--- config.mk ---
export PLATFORM = sky130hd
export DESIGN_NAME = ir_fetch_ctrl
export DESIGN_NICKNAME = d
export VERILOG_FILES = /design/src/rtl/ir_fetch_ctrl.sv
export SDC_FILE = /design/constraint.sdc
export NUM_CORES = 1
export LEC_CHECK = 0
export ABC_AREA = 1
export CAP_MARGIN = 20
export CORE_ASPECT_RATIO = 1.75
export CORE_MARGIN = 2
export CORE_UTILIZATION = 34
export CTS_CLUSTER_SIZE = 20
export DETAILED_ROUTE_END_ITERATION = 6
export HOLD_SLACK_MARGIN = 0.12
export SLEW_MARGIN = 10
export SYNTH_ARGS = -nofsm -noshare
export SYNTH_HDL_FRONTEND = slang
export SYNTH_SLANG_ARGS = --single-unit
--- constraint.sdc ---
create_clock -name clk -period 1.6 [get_ports clk]
set_input_delay 0.32 -clock clk [delete_from_list [all_inputs] [get_ports clk]]
set_output_delay 0.32 -clock clk [all_outputs]
set_load 0.02 [all_outputs]
--- src/rtl/ir_fetch_ctrl.sv ---
// rtl/ir_fetch_ctrl.sv - instruction fetch controller with 2-cycle memory tag pipeline
module ir_fetch_ctrl #(
   parameter int                ADDR_W   = 16,
   parameter logic [ADDR_W-1:0] RESET_PC = '0
) (
   input  logic              clk,
   input  logic              rst,
   input  logic              stall,
   input  logic              redirect,
   input  logic [ADDR_W-1:0] redirect_pc,
   output logic [ADDR_W-1:0] imem_addr,
   output logic              imem_en,
   output logic [ADDR_W-1:0] o_pc,
   output logic              o_valid,
   output logic [15:0]       fetch_cnt
);

   typedef enum logic [1:0] {
      ST_BOOT = 2'd0,
      ST_RUN  = 2'd1,
      ST_HOLD = 2'd2
   } state_t;

   state_t            r_state;
   logic [ADDR_W-1:0] r_pc;
   logic [ADDR_W-1:0] r_pc1;
   logic [ADDR_W-1:0] r_pc2;
   logic              r_v1;
   logic              r_v2;
   logic [15:0]       r_fetch_cnt;
   logic              w_fetch;

   // A redirect cycle never fetches: the old PC is already stale.
   assign w_fetch = (r_state == ST_RUN) && !stall && !redirect;

   always_ff @(posedge clk or negedge rst) begin
      if (!rst) begin
         r_state     <= ST_BOOT;
         r_pc        <= RESET_PC;
         r_pc1       <= '0;
         r_pc2       <= '0;
         r_v1        <= 1'b0;
         r_v2        <= 1'b0;
         r_fetch_cnt <= '0;
      end else begin
         r_state <= stall ? ST_HOLD : ST_RUN;

         if (redirect)
            r_pc <= redirect_pc;
         else if (w_fetch)
            r_pc <= r_pc + 1'b1;

         // Tags advance every cycle so they line up with the fixed read latency.
         r_pc1 <= r_pc;
         r_pc2 <= r_pc1;
         r_v1  <= w_fetch;
         r_v2  <= redirect ? 1'b0 : r_v1;

         if (w_fetch && (r_fetch_cnt != 16'hFFFF))
            r_fetch_cnt <= r_fetch_cnt + 16'd1;
      end
   end

   assign imem_en   = w_fetch;
   assign imem_addr = r_pc;
   assign o_valid   = r_v2;
   assign o_pc      = r_pc2;
   assign fetch_cnt = r_fetch_cnt;

endmodule

# == Yosys cells after proc, flatten, opt, wreduce, memory -nomap -nowiden ==
# Index checks and enable logic that the tools add are counted.
# op_classes
addsub,2
n_eq_ne,2
n_mux,4
n_reduce_logical,6
# op_table
operator,count
"adder 16 x 1 -> 16 bit, second input constant",2
two-way mux 16 bit,2
"inequality test 16 bit, second input constant",1
logical AND 1 bit,3
"equality test 2 x 1 -> 1 bit, second input constant",1
logical NOT 1 bit,2
two-way mux 2 bit,1
nonzero test 2 bit,1
two-way mux 1 bit,1
# totals
reg_bits,68

# == Logic depth before layout (Yosys ltp) ==
# Gate-level depths: netlist of run 1.
# logic_depth
depth_word,5
depth_mapped,9
ltp_nobuf,9

# == Least setup slack after synthesis of run 1 ==
# OpenSTA, ideal clock, no wires.
# synth_path
kind,reg2reg
startpoint,register r_fetch_cnt[1] (netlist: fetch_cnt[1])
endpoint,register r_fetch_cnt[13] (netlist: fetch_cnt[13])
arrival_ns,1.458
path_slack_ns,0.024
path_stages_with_launch,9
n_path_buf,1
period_less_slack_ns,1.576
cell_sequence,dfrtp_1 > ha_1 > nand3_2 > nand3b_1 > nand2_1 > nand2_1 > buf_2 > nand2_1 > nand2_1
# synth_via
elab_chain_cells,2
elab_cells_between_ends,3
classes_between,add/sub (1); eq/ne (1); reduce/logical (1)
# synth_rtl
element,line,text
from (decl),30,logic [15:0] r_fetch_cnt;
from (signal assigned),60,r_fetch_cnt <= r_fetch_cnt + 16'd1;
branches (longest 2 deep; another with adder 16 x 1 -> 16 bit),--,
# Parallel ways; which one is timed is not known.
# A chain may end at the register's enable or synchronous reset.

# == Worst setup path in the final report of run 1 ==
# layout_path
startpoint,register r_state[1]
endpoint,output port imem_en
# layout_via
elab_chain_cells,3
# layout_rtl
element,line,text
from (decl),24,state_t r_state;
from (signal assigned),46,r_state <= stall ? ST_HOLD : ST_RUN;
equality test 2 x 1 -> 1 bit,34,assign w_fetch = (r_state == ST_RUN) && !stall && !redirect;
logical AND 1 bit (2 in series),34,
to (decl),12,"output logic imem_en,"
# No other way between the ends.

==> results of run 1 <==
critical path: stages (launching register included):
cell and delay, ns:
dfrtp_1 0.35, nor2_1 0.09, nand2_1 0.11, nor2_1 0.12, buf_4 0.15, buf_6 0.12
cell usage in the layout, fill, tap and decap left out, types with 2 or more instances in the layout:
cell / count
o21bai_1: 4
dlygate4sd2_1: 37
buf_4: 29
nand2_1: 114
o21ai_2: 2
clkbuf_16: 11
o211ai_1: 3
clkbuf_1: 4
xor2_1: 10
nor2_1: 37
clkdlybuf4s50_1: 26
o21ai_0: 15
dfrtp_1: 66
buf_6: 4
dfrtp_2: 2
dlymetal6s2s_1: 4
nand4_1: 9
nand2_2: 10
nor3_1: 2
inv_1: 36
nand2_4: 2
buf_12: 4
o21ai_1: 3
clkinv_2: 2
nand3_1: 20
stage by stage:
| stage | setup TNS [ns] | power, uW | util (%) | cells | cell area [sq um] |
|---|---|---|---|---|---|
| after floorplan | 0 | 2640 | - | 353 | 2990 |
| after global placement | -9.45 | 3260 | 46.8 | 560 | 4030 |
| after detailed placement | -9.35 | 3280 | 46.8 | 560 | 4030 |
| after CTS | -0.102 | 4990 | 49.5 | 577 | 4270 |
| after global routing | -0.171 | 5250 | 51.9 | 588 | 4470 |
| final | 0 | 4990 | 51.9 | 588 | 4470 |
report_power, final:
group          total (uW)  switching (uW)  leakage [uW]  internal [uW]
logic                1120             633       0.00126            489
registers            2100             165      0.000840           1930
clock network        1780             690      0.000131           1090
total                4990            1490       0.00223           3510
layout make-up:
class	count	area, sq um
clock buffer	14	254
inverter	39	159
clock inverter	2	10.0
sequential	68	1700
fill	826	4140
multi-input combinational	240	1160
timing repair buffer	108	1040
tap	117	146
per-layer routing:
layer  GRT usage (%)  wire length (microns)  vias up
li1                -                      -     1334
met1            19.2                   2940     1238
met2            27.8                   3980       80
met3            4.25                    317       23
met4            8.61                    298        0
met5               0                      0        -
what timing repair did:
| action | 4_1_cts | 5_1_grt |
|---|---|---|
| resized for setup | 46 | 26 |
| pin swaps | 1 | 13 |
| gates cloned | 0 | 3 |
| endpoints found under the setup margin | 52 | 23 |
| buffers inserted | 0 | 8 |
| hold buffers | 1 | 0 |
| endpoints found under the hold margin | 12 | 0 |
logic make-up after synthesis:
| kind of cell | share of synthesized area [%] |
|---|---|
| xor+xnor | 3.22 |
| compound gates | 5.60 |
| simple gates | 27.0 |
| buf+inv | 6.48 |
| fa+ha+maj | 0.836 |
| flops | 56.9 |
registers in the layout (all words and copies together) (netlist names):
register / flops
r_v1: 1
fetch_cnt: 16
imem_addr: 16
r_pc1: 16
r_state: 2
o_valid: 1
o_pc: 16
worst max path at each step:
| stage | slack (ns) | cells after the start | endpoint | startpoint |
|---|---|---|---|---|
| final | 0.03 | 5 | imem_en | r_state[1] |
| after global placement | -0.50 | 6 | imem_en | stall |
| after detailed placement | -0.50 | 6 | imem_en | stall |
| after global routing | -0.03 | 9 | fetch_cnt[9] | fetch_cnt[1] |
| after floorplan | 0.02 | 8 | fetch_cnt[13] | fetch_cnt[1] |
| after CTS | -0.03 | 6 | imem_en | stall |
==> impl_metrics.csv, run 1 <==
group,metric,value,unit
place,place_congestion,0.932,
grt,grt_start_max_net_pins,34,
clock_tree,cts.path.max_buffers,2,
die,io_pins,70,
pwr,power.density,1120,mW/mm^2
yosys,synthTopCellsByCount,"nand2_1 (126), dfrtp_1 (68), nor2_1 (37)",
clock_tree,cts_tree,"yes",
yosys,synth_cells,353,
yosys,synth-seq-cells,68,
grt,grt_pass1_vias,2525,
sta,fin_crit_sh,98.4,%
place,portBuffers,69,
yosys,synth-main-ff-cell,"dfrtp_1",
grt,grt_pass1_wl,12.0,mm
critical_path,reg2reg_depth,9,
worst_hold_path,hold_class,"input pin to register",
die,core_region_area,0.00861,sq mm
cells_and_area,layout.nets,488,
drt,first_iter_violations,125,
critical_path,cp-end-kind,"primary output",
critical_path,crit_fanout,2,
yosys,synth.top_cell.area_share,56.9,%
drt,ant_nets,0,
sta,period_minus_slack,1.57,ns
worst_hold_path,worstHoldPathCells,2,
sta,max_freq,635,MHz
critical_path,startpoint_type,"register",
yosys,ys_top_cells_by_area,"dfrtp_1 (57%), nand2_1 (16%), nor2_1 (4.6%), inv_1 (4.5%), nand3_1 (3.3%)",
critical_path,crit_required,1.28,ns
clock_tree,cts_num_sinks,68,
worst_hold_path,holdCritStartpoint,"stall",
outcome,status,"complete, no violations",
cells_and_area,syn2layout_area_growth,49.4,%
flow_run,cap_violations,0,
grt,grt_usage,16.7,%
sta,hold_viol_final,0,
sta,tightestPinTransition,0.370,ns
drt,wire_per_inst,12.8,microns
critical_path,cp.arrival,1.25,ns
worst_hold_path,min_to,"r_state[1]",
pwr,p_leak,0.00223,uW
sta,rsz0062_at_grt,"true",
yosys,synth.most_common_cell,"nand2_1",
yosys,seq_area_frac_synth,56.9,%
grt,antenna_found_initial,0,
die,num_rows,45,
sta,slew-limit-headroom,75.3,%
clock_tree,cts_max_level,3,
place,dpl.hpwl,5.36,mm
yosys,synth_top_area_cell,"dfrtp_1",
clock_tree,path_clk_slew,0.05,ns
yosys,ys_warn_count,0,
sta,whs,0.240,ns
drt,vias_per_cell,4.55,
yosys,yosysUniqueCellTypes,27,
yosys,synth_edf_count,0,
place,place_ws,-0.497,ns
yosys,synth_nets,375,
critical_path,reg2reg_from,"fetch_cnt[1]",
sta,setup_viol,0,
cells_and_area,n_antenna_cell,0,
yosys,syn_area_per_cell,8.48,sq um
clock_tree,clock-root-buffer,"clkbuf_16",
pwr,irDropWorstVdd,0.000542,V
die,start_util,34.7,%
critical_path,r2r_setup_slack,0.04,ns
yosys,syn_area,0.00299,sq mm
die,dieHeight,128,microns
clock_tree,clkLatencyLatePin,0.33,ns
die,dieArea,0.00960,sq mm
drt,vias,2675,
drt,wl,7.53,mm
die,die_width,74.9,microns
drt,dr.pass1.iters,4,
sta,finalMaxSlewViolations,0,
critical_path,crit_type,"register to primary output",
clock_tree,cts_buffers,9,
cells_and_area,drive_gt1_share,15.7,%
grt,grt.overflow.total,0,
sta,worst_clock_skew,0.00641,ns
sta,timing.final.ws_setup,0.0257,ns
yosys,ys_async_sr_fraction,100,%
drt,drcViolationCount,0,
critical_path,reg2reg_to,"fetch_cnt[2]",
Power figures use the tool's default switching activity.
==> run 2, diff against run 1 <==
--- a/config.mk
+++ b/config.mk
@@ -12,6 +12,7 @@
 export CORE_UTILIZATION = 34
 export CTS_CLUSTER_SIZE = 20
 export DETAILED_ROUTE_END_ITERATION = 6
+export GPL_ROUTABILITY_DRIVEN = 1
 export HOLD_SLACK_MARGIN = 0.12
 export SLEW_MARGIN = 10
 export SYNTH_ARGS = -nofsm -noshare
==> results of run 2 <==
Final layout, timing and power as in run 1 (identical DEF).
